**config.mk**
```make
export PLATFORM = sky130hd
export DESIGN_NAME = reorder_buffer
export DESIGN_NICKNAME = d
export VERILOG_FILES = /design/src/rtl/reorder_buffer.sv
export SDC_FILE = /design/constraint.sdc
export NUM_CORES = 2
export LEC_CHECK = 0
export BUFFER_PORTS_ARGS = -buffer_cell sky130_fd_sc_hd__buf_2
export CORE_ASPECT_RATIO = 0.75
export CORE_MARGIN = 2
export CORE_UTILIZATION = 56
export DETAILED_ROUTE_END_ITERATION = 8
export PLACE_DENSITY = 0.76
export SKIP_LAST_GASP = 1
export SYNTH_ARGS = -nofsm -noshare
export SYNTH_HDL_FRONTEND = slang
export SYNTH_SLANG_ARGS = --single-unit
```
**constraint.sdc**
```tcl
create_clock -name clk -period 5 [get_ports clk]
set_input_delay 0 -clock clk [delete_from_list [all_inputs] [get_ports clk]]
set_output_delay 0 -clock clk [all_outputs]
set_load 0.01 [all_outputs]
```
**src/rtl/reorder_buffer.sv**
```systemverilog
// In-order reorder buffer: allocates ROB ids at issue, captures ALU/load results,
// retires the head onto the register-file commit bus and raises the mispredict flush.
module reorder_buffer #(
    parameter int ROB_SIZE   = 16,
    parameter int ROB_ADDR_W = 4
) (
    input  logic        clk,
    input  logic        rst,
    input  logic        rdy,
    input  logic        id_alloc_flag,
    input  logic [4:0]  id_rd,
    input  logic        id_is_branch,
    input  logic        id_pred_taken,
    output logic        rob_full,
    output logic [31:0] rob_next_id,
    input  logic [31:0] rob_id1,
    input  logic [31:0] rob_id2,
    output logic        rob_id1_rdy,
    output logic        rob_id2_rdy,
    output logic [31:0] rob_id1_val,
    output logic [31:0] rob_id2_val,
    input  logic        ex_cdb_flag,
    input  logic [31:0] ex_cdb_rob_id,
    input  logic [31:0] ex_cdb_val,
    input  logic        ex_cdb_jump,
    input  logic [31:0] ex_cdb_jump_pc,
    input  logic        ld_cdb_flag,
    input  logic [31:0] ld_cdb_rob_id,
    input  logic [31:0] ld_cdb_val,
    output logic        ROB_cmt_flag,
    output logic [4:0]  ROB_cmt_rd,
    output logic [31:0] ROB_cmt_rob_id,
    output logic [31:0] ROB_cmt_val,
    output logic        jump_wrong_stall,
    output logic [31:0] jump_wrong_pc
);

    localparam logic [ROB_ADDR_W:0]   FULL_COUNT = (ROB_ADDR_W+1)'(ROB_SIZE);
    localparam logic [ROB_ADDR_W:0]   CNT_ONE    = (ROB_ADDR_W+1)'(1);
    localparam logic [ROB_ADDR_W-1:0] ADDR_ONE   = ROB_ADDR_W'(1);

    logic [ROB_SIZE-1:0]   valid_r;
    logic [ROB_SIZE-1:0]   ready_r;
    logic [ROB_SIZE-1:0]   branch_r;
    logic [ROB_SIZE-1:0]   pred_r;
    logic [ROB_SIZE-1:0]   jump_r;
    logic [4:0]            rd_r      [ROB_SIZE];
    logic [31:0]           val_r     [ROB_SIZE];
    logic [31:0]           jump_pc_r [ROB_SIZE];
    logic [ROB_ADDR_W-1:0] head_r;
    logic [ROB_ADDR_W-1:0] tail_r;
    logic [ROB_ADDR_W:0]   count_r;
    logic                  flush_pending_r;
    logic [31:0]           flush_pc_r;

    logic                  alloc_s;
    logic                  commit_s;
    logic                  mispredict_s;
    logic                  ex_hit_s;
    logic                  ld_hit_s;
    logic [ROB_ADDR_W-1:0] ex_idx_s;
    logic [ROB_ADDR_W-1:0] ld_idx_s;
    logic [ROB_ADDR_W-1:0] lk1_idx_s;
    logic [ROB_ADDR_W-1:0] lk2_idx_s;

    // Id 0 is reserved for "no producer"; index i carries id i+1.
    function automatic logic id_in_range(input logic [31:0] id);
        return (id != 32'd0) && (id <= 32'(ROB_SIZE));
    endfunction

    function automatic logic [ROB_ADDR_W-1:0] id_to_idx(input logic [31:0] id);
        return ROB_ADDR_W'(id - 32'd1);
    endfunction

    assign ex_idx_s  = id_to_idx(ex_cdb_rob_id);
    assign ld_idx_s  = id_to_idx(ld_cdb_rob_id);
    assign lk1_idx_s = id_to_idx(rob_id1);
    assign lk2_idx_s = id_to_idx(rob_id2);
    assign ex_hit_s  = ex_cdb_flag && id_in_range(ex_cdb_rob_id) && valid_r[ex_idx_s];
    assign ld_hit_s  = ld_cdb_flag && id_in_range(ld_cdb_rob_id) && valid_r[ld_idx_s];

    assign rob_full    = (count_r == FULL_COUNT);
    assign rob_next_id = 32'(tail_r) + 32'd1;

    // Issue is wrong-path while a flush is pending or being broadcast, so it is not accepted.
    assign alloc_s      = id_alloc_flag && !rob_full && !flush_pending_r && !jump_wrong_stall;
    assign commit_s     = valid_r[head_r] && ready_r[head_r] && !flush_pending_r;
    assign mispredict_s = commit_s && branch_r[head_r] && (jump_r[head_r] != pred_r[head_r]);

    assign rob_id1_rdy = id_in_range(rob_id1) && valid_r[lk1_idx_s] && ready_r[lk1_idx_s];
    assign rob_id2_rdy = id_in_range(rob_id2) && valid_r[lk2_idx_s] && ready_r[lk2_idx_s];
    assign rob_id1_val = id_in_range(rob_id1) ? val_r[lk1_idx_s] : 32'd0;
    assign rob_id2_val = id_in_range(rob_id2) ? val_r[lk2_idx_s] : 32'd0;

    // Entry payload: issue fields at allocation, results and branch outcome at writeback.
    always_ff @(posedge clk) begin
        if (rst) begin
            for (int i = 0; i < ROB_SIZE; i++) begin
                rd_r[i]      <= 5'd0;
                val_r[i]     <= 32'd0;
                jump_pc_r[i] <= 32'd0;
            end
            branch_r <= '0;
            pred_r   <= '0;
            jump_r   <= '0;
        end else if (rdy) begin
            if (alloc_s) begin
                rd_r[tail_r]     <= id_rd;
                branch_r[tail_r] <= id_is_branch;
                pred_r[tail_r]   <= id_pred_taken;
                jump_r[tail_r]   <= 1'b0;
            end
            if (ex_hit_s) begin
                val_r[ex_idx_s]     <= ex_cdb_val;
                jump_r[ex_idx_s]    <= ex_cdb_jump;
                jump_pc_r[ex_idx_s] <= ex_cdb_jump_pc;
            end
            if (ld_hit_s) begin
                val_r[ld_idx_s] <= ld_cdb_val;
            end
        end
    end

    // Control state, commit bus and flush broadcast.
    always_ff @(posedge clk) begin
        if (rst) begin
            valid_r          <= '0;
            ready_r          <= '0;
            head_r           <= '0;
            tail_r           <= '0;
            count_r          <= '0;
            flush_pending_r  <= 1'b0;
            flush_pc_r       <= 32'd0;
            ROB_cmt_flag     <= 1'b0;
            ROB_cmt_rd       <= 5'd0;
            ROB_cmt_rob_id   <= 32'd0;
            ROB_cmt_val      <= 32'd0;
            jump_wrong_stall <= 1'b0;
            jump_wrong_pc    <= 32'd0;
        end else if (rdy) begin
            if (flush_pending_r) begin
                valid_r          <= '0;
                ready_r          <= '0;
                head_r           <= '0;
                tail_r           <= '0;
                count_r          <= '0;
                flush_pending_r  <= 1'b0;
                ROB_cmt_flag     <= 1'b0;
                jump_wrong_stall <= 1'b1;
                jump_wrong_pc    <= flush_pc_r;
            end else begin
                jump_wrong_stall <= 1'b0;
                if (ex_hit_s) begin
                    ready_r[ex_idx_s] <= 1'b1;
                end
                if (ld_hit_s) begin
                    ready_r[ld_idx_s] <= 1'b1;
                end
                if (alloc_s) begin
                    valid_r[tail_r] <= 1'b1;
                    ready_r[tail_r] <= 1'b0;
                    tail_r          <= tail_r + ADDR_ONE;
                end
                ROB_cmt_flag <= commit_s;
                if (commit_s) begin
                    ROB_cmt_rd      <= rd_r[head_r];
                    ROB_cmt_rob_id  <= 32'(head_r) + 32'd1;
                    ROB_cmt_val     <= val_r[head_r];
                    valid_r[head_r] <= 1'b0;
                    head_r          <= head_r + ADDR_ONE;
                end
                if (mispredict_s) begin
                    flush_pending_r <= 1'b1;
                    flush_pc_r      <= jump_pc_r[head_r];
                end
                case ({alloc_s, commit_s})
                    2'b10:   count_r <= count_r + CNT_ONE;
                    2'b01:   count_r <= count_r - CNT_ONE;
                    default: count_r <= count_r;
                endcase
            end
        end
    end

endmodule

```
==> impl_metrics.csv <==
group,metric,value,unit
sta,drv_slew,11,
sta,worst_clock_skew,0.0290,ns
sta,setup_tns,0,ns
drt,num_vias,54900,
drt,first_pass_iters,7,
logic_synthesis,synth_cell_type_count,79,
power,p_leak,27.8,nW
logic_synthesis,synthAdderAreaFrac,0.00413,
power,power_density,304,nW/µm²
placed_design,place_hpwl,148000,µm
cts,numCtsBuffers,133,
cts,clock-root-buffer,"clkbuf_16",
cts,clock_sinks,1306,
cells_and_area,layout.nets,5927,
placed_design,port_buffers,385,
drt,dr.first_iter.drc_count,10100,
cells_and_area,design_area,80100,µm²
worst_setup_path,path_cells,"clkbuf_8 -> inv_1 -> ha_4 -> nand2_1 -> xnor2_1 -> nor2_1 -> nand4_1 -> buf_4 -> a211oi_1 -> buf_2",
logic_synthesis,synth_compound_area_frac,0.0917,
placed_design,dpl_cell_area,74400,µm²
worst_setup_path,worstSetupPathType,"input pin to output port",
floorplanning,start_util,0.565,
worst_setup_path,slowest_stage,"nand4_1",
logic_synthesis,synthMuxAreaShare,0.210,
logic_synthesis,ys_ff_latch,1306,
worst_setup_path,rr_worst_depth,9,
grt,grt_overflow,0,
cts,cts_tree,"done",
placed_design,gp_congestion,0.974,
drt,drtAntennaViolNets,0,
cells_and_area,final_layout_size_suffix_gt1_frac,0.255,
min_path,hold_class,"input pin to flip-flop",
grt,grt_pass1_wl,363000,µm
worst_setup_path,end_kind,"output port",
sta,hold_violations,0,
logic_synthesis,synth_area,71500,µm²
floorplanning,die_w,417,µm
sta,fin_crit,4.15,ns
sta,final-setup-viol-count,0,
drt,vias_per_cell,7.37,
worst_setup_path,worstPathRequired,5.00,ns
run_status,violations,"max-capacitance violations, max-slew violations",
drt,route.detailed.drc,0,
worst_setup_path,cp.arrival,4.15,ns
cts,cts_buffer_depth,3,
logic_synthesis,synth_flop_cell,"edfxtp_1",
sta,max_freq,0.241,GHz
logic_synthesis,synth-edff-count,1104,
cts,postCtsSetupBuffers,0,
floorplanning,pin_count,440,
logic_synthesis,synthArstFlopShare,0,
grt,grt_usage,0.383,
worst_setup_path,reg2reg_to,"val_r[5][14]",
logic_synthesis,yosys_warnings,0,
floorplanning,core-area,127000,µm²
logic_synthesis,ys_seq_area_frac,0.520,
cts,clk_pin_slew,0.07,ns
run_status,outcome,"finished with violations",
logic_synthesis,synthXorXnorAreaFrac,0.00208,
power,irDropWorstVdd,0.309,mV
logic_synthesis,synthCells,5494,
cells_and_area,areaGrowthSynthToFinish,12.0,%
min_path,hold_end,"ready_r[13]",
logic_synthesis,synth_top_family_by_area,"multiplexers",
grt,grt_pass1_vias,53100,
min_path,hold_depth,6,
drt,wire_per_inst,34.0,µm
cells_and_area,nFillCells,9233,
floorplanning,die_y,313,µm
worst_setup_path,cp_max_fo,34,
worst_setup_path,cpPeakStageDelay,1.20,ns
floorplanning,die-area,131000,µm²
sta,period_share,0.830,
worst_setup_path,rrSetupSlack,1.04,ns
placed_design,dp_cells,7054,
cts,htree_num_levels,4,
sta,rsz0062_at_grt,"no",
flow_run,cap_violations,1,
logic_synthesis,synth-simple-area-share,0.127,
floorplanning,row_count,113,
sta,relSlewSlack,-0.0498,
drt,wl,253000,µm
min_path,hp-start,"ex_cdb_rob_id[28]",
worst_setup_path,cp-start-kind,"input pin",
cts,clock_latency,0.79,ns
grt,antenna_found_initial,21,
logic_synthesis,synth.avg_cell_area,13.0,µm²
cells_and_area,finalNonFillerCells,7456,
grt,grt_max_degree,158,
worst_setup_path,reg2reg_from,"valid_r[7]",
sta,tightest_slew,1.57,ns
==> power by group <==
part	switching, mW	internal (mW)	total (mW)	leakage (nW)
registers	0.189	12.1	12.3	12.9
logic	1.33	0.810	2.14	12.8
clock network	4.43	5.50	9.93	2.05
==> metal layers <==
layer / vias up / wire (µm) / GRT usage
met4: 26 / 14200 / 0.193
met5: - / 417 / 0.00902
met2: 5520 / 107000 / 0.536
met3: 1060 / 46100 / 0.163
met1: 26800 / 85800 / 0.512
li1: 21500 / - / -
==> through the flow <==
stage / utilization / worst slack [ns] / hold WS (ns) / total power [mW]
2_1_floorplan: - / 0.530 / 0.148 / 13.7
3_3_place_gp: 0.587 / 1.20 / 0.317 / 14.4
3_5_place_dp: 0.587 / 1.18 / 0.331 / 14.5
4_1_cts: 0.632 / 1.23 / 0.0146 / 24.2
5_1_grt: 0.632 / 0.975 / 0.0818 / 24.8
6_report: 0.632 / 0.850 / 0.0516 / 24.4
==> synthesized netlist by cell type, drive strengths merged, types with 5 or more instances <==
library cell  count  area share
edfxtp         1104        0.46
mux4            632        0.20
and2            556       0.049
clkbuf          472       0.025
nand3           404       0.029
nand2           373       0.020
o21ai           276       0.019
a21oi           275       0.019
a22o            223       0.027
buf             222       0.017
dfxtp           202       0.057
a211oi          133       0.014
and3             87      0.0076
nor2b            85      0.0074
mux2i            75       0.010
inv              54      0.0028
nor2             44      0.0023
nor3             32      0.0029
nor4             28      0.0031
ha               22      0.0038
a31oi            21      0.0018
or2              21      0.0018
xnor2            15      0.0018
nand4            12      0.0010
nand2b           11     0.00096
o211ai           10      0.0010
a21o              9     0.00094
a32o              7     0.00098
a31o              6     0.00073
and4              6     0.00073
a22oi             5     0.00052
a311oi            5     0.00061
o31ai             5     0.00052
==> final cells by class <==
type                    instances  area, µm²  share of cell area
diodes                         16       40.0            0.000500
clock buffers                 187       3730              0.0466
clock inverters                55        473             0.00591
inverters                      55        206             0.00258
multi-input cells            3492      31700               0.396
flip-flops and latches       1306      37200               0.465
well taps                    1667       2090              0.0260
repair buffers                678       4660              0.0582
==> layout by cell type, fill, tap and decap left out, drive strengths merged, types with 21 or more instances in the layout <==
cell type and n:
a211oi 133, a21oi 275, a22o 223, a31oi 21
and2 556, and3 87, buf 532, clkbuf 189
clkinv 40, conb 54, dfxtp 202, dlygate4sd3 144
edfxtp 1104, ha 22, inv 61, mux2i 75
mux4 632, nand2 373, nand3 404, nor2 44
nor2b 85, nor3 32, nor4 28, o21ai 276
or2 21
==> registers in the layout (all words and copies together), names as in the netlist, 32 cells and up <==
register	flops
jump_pc_r	512
val_r	512
ROB_cmt_val	32
flush_pc_r	32
jump_wrong_pc	32
rd_r	80
==> what timing repair did <==
item / in CTS / in global routing
hold buffers: 144 / 0
hold endpoints to repair: 1187 / 0
setup endpoints to repair: 0 / 0
gates resized for setup: 0 / 0
==> cells by family (layout without fill, tap and decap cells) <==
kind of cell / Yosys count / in the layout
and+or+nand+nor: 1680 / 1680
DFF: 1306 / 1306
AOI/OAI and AO/OA: 1010 / 1010
buffers and inverters: 749 / 975
muxes: 708 / 708
adders and majority gates: 23 / 23
xor gates and xnor gates: 17 / 17
other: 1 / 70
==> how the worst max path moves through the flow <==
stage | startpoint | endpoint | slack [ns] | cells past startpoint
after CTS | valid_r[7] | val_r[5][14] | 1.23 | 9
after detailed placement | ld_cdb_rob_id[0] | val_r[14][2] | 1.18 | 8
after global placement | ex_cdb_rob_id[5] | val_r[6][9] | 1.20 | 8
final | rob_id2[0] | rob_id2_val[9] | 0.85 | 10
after floorplan | ex_cdb_rob_id[0] | val_r[11][0] | 0.53 | 9
after global routing | ex_cdb_rob_id[0] | val_r[5][14] | 0.98 | 13
==> worst max-delay path, delay by kind of cell <==
kind | cells | cell delay [ns]
adders and majority gates | 1 | 0.25
AOI/OAI and AO/OA | 1 | 0.84
xor gates and xnor gates | 1 | 0.07
buffers and inverters | 4 | 1.58
and+or+nand+nor | 3 | 1.36
Power figures use the tool's default switching activity.
